## config.mk

```make
export PLATFORM = sky130hd
export DESIGN_NAME = logic_unit_arbiter
export DESIGN_NICKNAME = d
export VERILOG_FILES = /design/src/rtl/logic_unit_arbiter.sv
export SDC_FILE = /design/constraint.sdc
export NUM_CORES = 1
export LEC_CHECK = 0
export CAP_MARGIN = 5
export CORE_ASPECT_RATIO = 0.8
export CORE_MARGIN = 2
export CORE_UTILIZATION = 41
export DETAILED_ROUTE_END_ITERATION = 6
export PLACE_DENSITY_LB_ADDON = 0.12
export SLEW_MARGIN = 20
export SYNTH_ARGS = -nofsm -noshare
export SYNTH_HDL_FRONTEND = slang
export SYNTH_SLANG_ARGS = --single-unit
```

## constraint.sdc

```tcl
create_clock -name clock -period 3 [get_ports clock]
set_clock_uncertainty 0.05 [all_clocks]
set_input_delay 0.3 -clock clock [delete_from_list [all_inputs] [get_ports clock]]
set_output_delay 0.3 -clock clock [all_outputs]
set_load 0.01 [all_outputs]
```

## src/rtl/logic_unit_arbiter.sv

```systemverilog
// Round-robin arbiter sharing one bitwise logic unit, registered back-pressured result.
// Optional operation counter port enabled by LOGIC_ARB_PERF_EN.
module logic_unit_arbiter #(
    parameter  int N_REQ = 4,
    parameter  int WIDTH = 32,
    localparam int ID_W  = $clog2(N_REQ)
) (
    input  logic                   clock,
    input  logic                   reset_n,
    input  logic [N_REQ-1:0]       req_valid,
    output logic [N_REQ-1:0]       req_ready,
    input  logic [N_REQ*WIDTH-1:0] req_a,
    input  logic [N_REQ*WIDTH-1:0] req_b,
    input  logic [N_REQ*2-1:0]     req_op,
    output logic                   rsp_valid,
    input  logic                   rsp_ready,
    output logic [WIDTH-1:0]       rsp_data,
    output logic [ID_W-1:0]        rsp_id
`ifdef LOGIC_ARB_PERF_EN
    ,
    output logic [15:0]            grant_count
`endif
);

    typedef enum logic {
        S_EMPTY = 1'b0,
        S_FULL  = 1'b1
    } state_t;

    state_t           r_state;
    state_t           w_state_nxt;
    logic [WIDTH-1:0] r_data;
    logic [ID_W-1:0]  r_id;
    logic [ID_W-1:0]  r_ptr;

    logic             w_found;
    logic [ID_W-1:0]  w_win;
    logic             w_slot_free;
    logic             w_accept;
    logic [N_REQ-1:0] w_ready;
    logic [WIDTH-1:0] w_a;
    logic [WIDTH-1:0] w_b;
    logic [1:0]       w_op;
    logic [WIDTH-1:0] w_res;
    logic [ID_W-1:0]  w_ptr_nxt;

    // Search from the pointer upward, wrapping, first valid wins.
    always_comb begin : p_arb
        int v_idx;
        w_found = 1'b0;
        w_win   = '0;
        v_idx   = 0;
        for (int k = 0; k < N_REQ; k++) begin
            v_idx = int'(r_ptr) + k;
            if (v_idx >= N_REQ) begin
                v_idx = v_idx - N_REQ;
            end
            if (!w_found && req_valid[v_idx]) begin
                w_found = 1'b1;
                w_win   = ID_W'(v_idx);
            end
        end
    end

    assign w_slot_free = (r_state == S_EMPTY) || rsp_ready;
    // Gating with reset_n keeps req_ready low while reset is held.
    assign w_accept    = reset_n && w_found && w_slot_free;

    always_comb begin
        w_ready = '0;
        if (w_accept) begin
            w_ready[w_win] = 1'b1;
        end
    end

    assign req_ready = w_ready;

    assign w_a  = req_a[int'(w_win)*WIDTH +: WIDTH];
    assign w_b  = req_b[int'(w_win)*WIDTH +: WIDTH];
    assign w_op = req_op[int'(w_win)*2 +: 2];

    always_comb begin
        w_res = '0;
        unique case (w_op)
            2'b00: w_res = w_a & w_b;
            2'b01: w_res = w_a | w_b;
            2'b10: w_res = w_a ^ w_b;
            2'b11: w_res = ~(w_a | w_b);
        endcase
    end

    assign w_ptr_nxt = (w_win == ID_W'(N_REQ - 1)) ? '0 : w_win + 1'b1;

    always_comb begin
        w_state_nxt = r_state;
        if (w_accept) begin
            w_state_nxt = S_FULL;
        end else if (r_state == S_FULL && rsp_ready) begin
            w_state_nxt = S_EMPTY;
        end
    end

    always_ff @(posedge clock or negedge reset_n) begin
        if (!reset_n) begin
            r_state <= S_EMPTY;
        end else begin
            r_state <= w_state_nxt;
        end
    end

    always_ff @(posedge clock or negedge reset_n) begin
        if (!reset_n) begin
            r_data <= '0;
            r_id   <= '0;
            r_ptr  <= '0;
        end else if (w_accept) begin
            r_data <= w_res;
            r_id   <= w_win;
            r_ptr  <= w_ptr_nxt;
        end
    end

    assign rsp_valid = (r_state == S_FULL);
    assign rsp_data  = r_data;
    assign rsp_id    = r_id;

`ifdef LOGIC_ARB_PERF_EN
    logic [15:0] r_cnt;

    always_ff @(posedge clock or negedge reset_n) begin
        if (!reset_n) begin
            r_cnt <= '0;
        end else if (w_accept && r_cnt != 16'hFFFF) begin
            r_cnt <= r_cnt + 16'd1;
        end
    end

    assign grant_count = r_cnt;
`endif

endmodule

```

# Yosys cells after proc, flatten, opt, wreduce, memory -nomap -nowiden
# Index checks and enable logic that the tools add are counted.
# word_totals
ff_bits	37
latchBits	0
ram_bits	0
mem_bits_ro	0
n_memories	0
# classes
n_addsub	8
multipliers	0
n_div	0
order_cmp	10
eq_ne	4
shift	3
mux	31
bitwise_logic	5
n_reduce_logical	13
# ops
cell	count
128-bit by 8-bit variable part select with 32-bit output	2
32-bit by 4-bit less-than comparator with 1-bit output (second input constant)	4
32-bit two-way mux	4
32-bit one-hot mux with 4 select lines	1
32-bit bitwise AND	1
32-bit inverter	1
32-bit OR	1
32-bit bitwise XOR	1
1-bit two-way mux	15
3-bit by 3-bit subtractor with 4-bit output (second input constant)	3
2-bit two-way mux	5
3-bit greater-or-equal comparator (second input constant)	3
1-bit binary-select mux with 2-bit select	4
8-bit by 4-bit variable part select with 2-bit output	1
1-bit logical AND	7
2-bit by 2-bit adder with 3-bit output (second input constant)	2
2-bit equality test (second input constant)	3
4-bit two-way mux	1
2-bit by 3-bit subtractor with 4-bit output (second input constant)	1
2-bit by 1-bit adder with 3-bit output (second input constant)	1
2-bit by 3-bit greater-or-equal comparator with 1-bit output (second input constant)	1
1-bit logical NOT	3
2-bit by 3-bit less-than comparator with 1-bit output (second input constant)	1
2-bit by 1-bit adder with 2-bit output (second input constant)	1
other kinds (7)	7

# Logic depth before layout (Yosys ltp)
# depth
depth_word	20
depth_mapped	14

# Least setup slack after synthesis
# No wires, ideal clock.
# synth_timing
path_type	register to register
startpoint	reg r_ptr[1]
endpoint	reg r_data[22] (netlist: rsp_data[22])
setup_ns	0.123
t_arrival_ns	2.611
path_slack_ns	0.216
stages_incl_launch_ff	15
cell_sequence	dfrtp_1 nand2b_1 a21o_1 and3_1 buf_4 clkinv_1 buf_2 buf_4 mux2i_1 nand2_1 nand2_1 inv_1 ha_1 mux2_4 o221a_1
# synth_between
elab_chain_len	19
# synth_lines
element	line	text
start, declared	34	logic [ID_W-1:0] r_ptr;
start signal, assigned	119	r_ptr <= w_ptr_nxt;
parallel branches: the longest is 19 deep, another holds 3-bit by 3-bit subtractor with 4-bit output	-	
end signal, assigned	117	r_data <= w_res;
end, declared	32	logic [WIDTH-1:0] r_data;
# Several ways; the timed one is not identified. The select of a mux whose other input is x is not followed.
# A chain may end at the register's enable or synchronous reset.

# Final worst setup path
# layout_timing
startpoint	in req_valid[3]
endpoint	out req_ready[1]
# layout_between
elab_chain_len	18
# layout_lines
element	line	text
start, declared	10	input logic [N_REQ-1:0] req_valid,
1-bit binary-select mux with 2-bit select	58	if (!w_found && req_valid[v_idx]) begin
1-bit two-way mux (not written as such) (2 in series)	58	
1-bit two-way mux	58	
1-bit logical NOT	58	
1-bit logical AND	58	
1-bit two-way mux	58	
1-bit logical NOT	58	
1-bit logical AND	58	
1-bit two-way mux	58	
1-bit logical NOT	58	
1-bit logical AND	58	
2-bit two-way mux	58	
2-bit by 3-bit less-than comparator with 1-bit output (not written as such) / 2-bit by 1-bit greater-or-equal comparator with 1-bit output (equally long branches)	72	w_ready[w_win] = 1'b1;
1-bit logical AND (not written as such)	72	
1-bit two-way mux (not written as such)	72	
1-bit demux with 2-bit select	72	
4-bit two-way mux (*)	71	if (w_accept) begin
end, declared	11	output logic [N_REQ-1:0] req_ready,
# Mark *: on every way between the ends. The rest lies on a longest branch, timed or not. The select of a mux whose other input is x is not followed.

==> qor.yml <==
synthesis:
  yosys_register_bits: 37
  yosysUniqueCellTypes: 31
  netlist_instances: 705
  synth_fa_ha_area_share_pct: 14.6
  ys_dominant_reg_cell: "dfrtp_1"
  synth_top_area_share_pct: 28.2
  ys_seq_area_share_pct: 15.9
  synth_warnings: 0
  synth_top_family_by_area: "multiplexers"
  syn_area_um2: 5830
  synth_nets: 1044
  synthArstFlopShare_pct: 100
  synth.avg_cell_area_um2: 8.27
  synth_compound_area_share_pct: 9.10
  synth_mux_area_share_pct: 28.6
  synthSimpleGateAreaFrac_pct: 17.9
  synth_edf_count: 0
  synth_top_cell_by_area: "mux2i_1"
  synth_xor_area_share_pct: 4.81
  yosys-top-cells-area: "mux2i_1 28%, dfrtp_1 16%, ha_1 15%, nand2_1 13%, o221ai_2 7.7%"
die:
  start_util_pct: 42.4
  io_pins: 310
  die_w_um: 137
  die_area_um2: 15200
  rows: 38
  core-area_um2: 13700
  die_y_um: 111
global_route:
  grt_pass1_wl_um: 29200
  grt_pass1_vias: 5901
  grt.overflow.total: 0
  grt_usage_pct: 24.1
  grt_max_degree: 38
  antenna_found_initial: 0
layout:
  layout_commonest_cell: "clkdlybuf4s50_1"
  drive_gt1_share_pct: 7.11
  n_fill_cell: 1194
  layout.nets: 1337
  syn2layout_area_growth_pct: 60.6
  final_cell_mix: "308 x clkdlybuf4s50_1, 197 x nand2_1, 163 x mux2i_1, 68 x ha_1, 65 x inv_1"
  fin_area_um2: 9360
  n_antenna_cell: 0
cts:
  htree_levels: 2
  clk_pin_slew_ps: 50
  hold_buffers: 0
  clock_path_buffers: 2
  cts_tree: "done"
  cts_root_buf: "clkbuf_16"
  clock_sinks: 37
  ctsResizeCount: 0
  cts-buffers-inserted: 5
  postCtsSetupRepairBufs: 0
  clock_latency_ps: 280
worst_setup_path:
  worstReg2RegEnd: "rsp_data[13]$_DFFE_PN0P_"
  rr_worst_depth: 12
  critical_path_buf_inv_count: 3
  crit_top_cell: "clkdlybuf4s50_1"
  worstSetupPathType: "primary input to primary output"
  endpoint_kind: "primary output"
  crit_chain: "clkdlybuf4s50_1 > nor2b_1 > o21ai_1 > and3_4 > buf_12 > ha_1 > and2_1 > clkdlybuf4s50_1"
  cpPeakStageDelay_ps: 530
  cp_top_family: "buffers and inverters"
  critPathArrivalTime_ps: 2490
  path_depth: 8
  cp_max_fo: 37
  cp_slowest_cell: "clkdlybuf4s50_1"
  r2r_slack_ps: 310
  reg2reg_from: "r_ptr[1]$_DFFE_PN0P_"
  crit_required_ps: 2650
  crit_path_start_kind: "primary input"
pwr:
  power.leakage_nw: 4.66
  p_per_area_nw_per_um2: 643
  vdd_ir_drop_max_uv: 362
timing:
  rsz0062_at_grt: "false"
  period_needed_ps: 2840
  max_freq_ghz: 0.352
  fin_crit_sh_pct: 94.6
  setup_viol: 0
  slew_headroom_pct: 64.5
  setup_tns_ps: 0
  tightest_slew_ps: 533
  slew_viol_final: 0
  hold_viol_final: 0
routing:
  vias: 5784
  drt_iter0_markers: 223
  first_pass_iters: 4
  drc: 0
  antenna_left: 0
  via_per_inst: 4.91
  wl_per_cell_um: 15.5
  totalWireLength_um: 18200
placed_design:
  hpwlAfterDp_um: 15100
  dpl-instance-area_um2: 9230
  gp_congestion: 0.852
  io_buffers: 309
worst_hold_path:
  hold_path_class: "primary input to async pin"
status:
  status: "finished clean"
run:
  maxCapViolCount: 0
metal layers:
metal / vias up / part of all wire (%) / global-route usage (%)
met4: 0 / 1.3 / 4.81
li1: 2935 / - / -
met2: 198 / 48 / 42.1
met5: - / 0 / 0
met1: 2633 / 42 / 30.2
met3: 18 / 7.9 / 5.51
layout make-up:
type	instances	area (um2)	share of cell area (%)
Multi-Input combinational cell	553	4390	46.9
Sequential cell	37	926	9.89
Timing Repair Buffer	334	3430	36.6
Inverter	67	254	2.71
Clock buffer	8	136	1.46
Tap cell	180	225	2.41
how the worst max path moves through the flow:
stage	end	slack, ps	startpoint
6_report	req_ready[1]	160	req_valid[3]
5_1_grt	req_ready[1]	40	req_valid[3]
4_1_cts	req_ready[1]	140	req_valid[3]
3_5_place_dp	rsp_data[13]$_DFFE_PN0P_	50	req_valid[2]
3_3_place_gp	rsp_data[17]$_DFFE_PN0P_	100	req_valid[3]
2_1_floorplan	rsp_data[22]$_DFFE_PN0P_	220	r_ptr[1]$_DFFE_PN0P_
worst register-to-register path, cell delays in order (launching register included):
cell	delay, ps
dfrtp_1	440
nand2b_1	170
a21o_1	180
and3_4	250
inv_4	200
buf_12	240
mux2i_1	270
nand2_1	70
nand2_1	100
inv_1	50
ha_1	270
mux2i_1	170
o221ai_2	110
stage by stage:
| stage | utilization [%] | total power [mW] | cells | hold slack (ps) | worst slack, ps |
|---|---|---|---|---|---|
| 6_report | 68.1 | 6.02 | 1179 | 151 | 162 |
| 4_1_cts | 68.1 | 6.11 | 1179 | 164 | 137 |
| 3_3_place_gp | 67.1 | 5.48 | 1171 | 415 | 103 |
| 2_1_floorplan | - | 3.93 | 705 | -45.6 | 216 |
| 5_1_grt | 68.1 | 6.62 | 1179 | 187 | 41.3 |
| 3_5_place_dp | 67.1 | 5.55 | 1171 | 420 | 51.9 |
registers in the layout, indices dropped and copies added, names as in the netlist:
signal     count
rsp_valid      1
rsp_data      32
r_ptr          2
rsp_id         2
power breakdown:
group	total [mW]	switching (mW)	leakage [nW]	internal (mW)
clock network	0.508	0.199	0.0652	0.309
logic	4.65	2.32	4.14	2.32
registers	0.867	0.146	0.458	0.721
cell families (layout without fill, tap and decap cells):
group | count (synthesis) | after routing
buf+inv | 115 | 409
compound gates | 41 | 41
flops | 37 | 37
xor+xnor | 32 | 32
mux | 166 | 166
simple gates | 246 | 246
fa+ha+maj | 68 | 68
Yosys cell counts (2+ instances only):
| cell | instances |
|---|---|
| nand2_1 | 198 |
| buf_6 | 5 |
| o21ai_0 | 2 |
| mux2i_1 | 164 |
| o221ai_2 | 30 |
| buf_2 | 14 |
| o221ai_1 | 2 |
| nand3b_1 | 2 |
| ha_1 | 68 |
| buf_4 | 12 |
| nand2b_1 | 4 |
| clkbuf_1 | 13 |
| dfrtp_1 | 37 |
| buf_1 | 4 |
| inv_1 | 65 |
| nor2b_1 | 2 |
| xor2_1 | 31 |
| a21o_1 | 3 |
| nor2_1 | 2 |
| and2_1 | 36 |
Note: power is estimated with default switching activity, not from simulation.
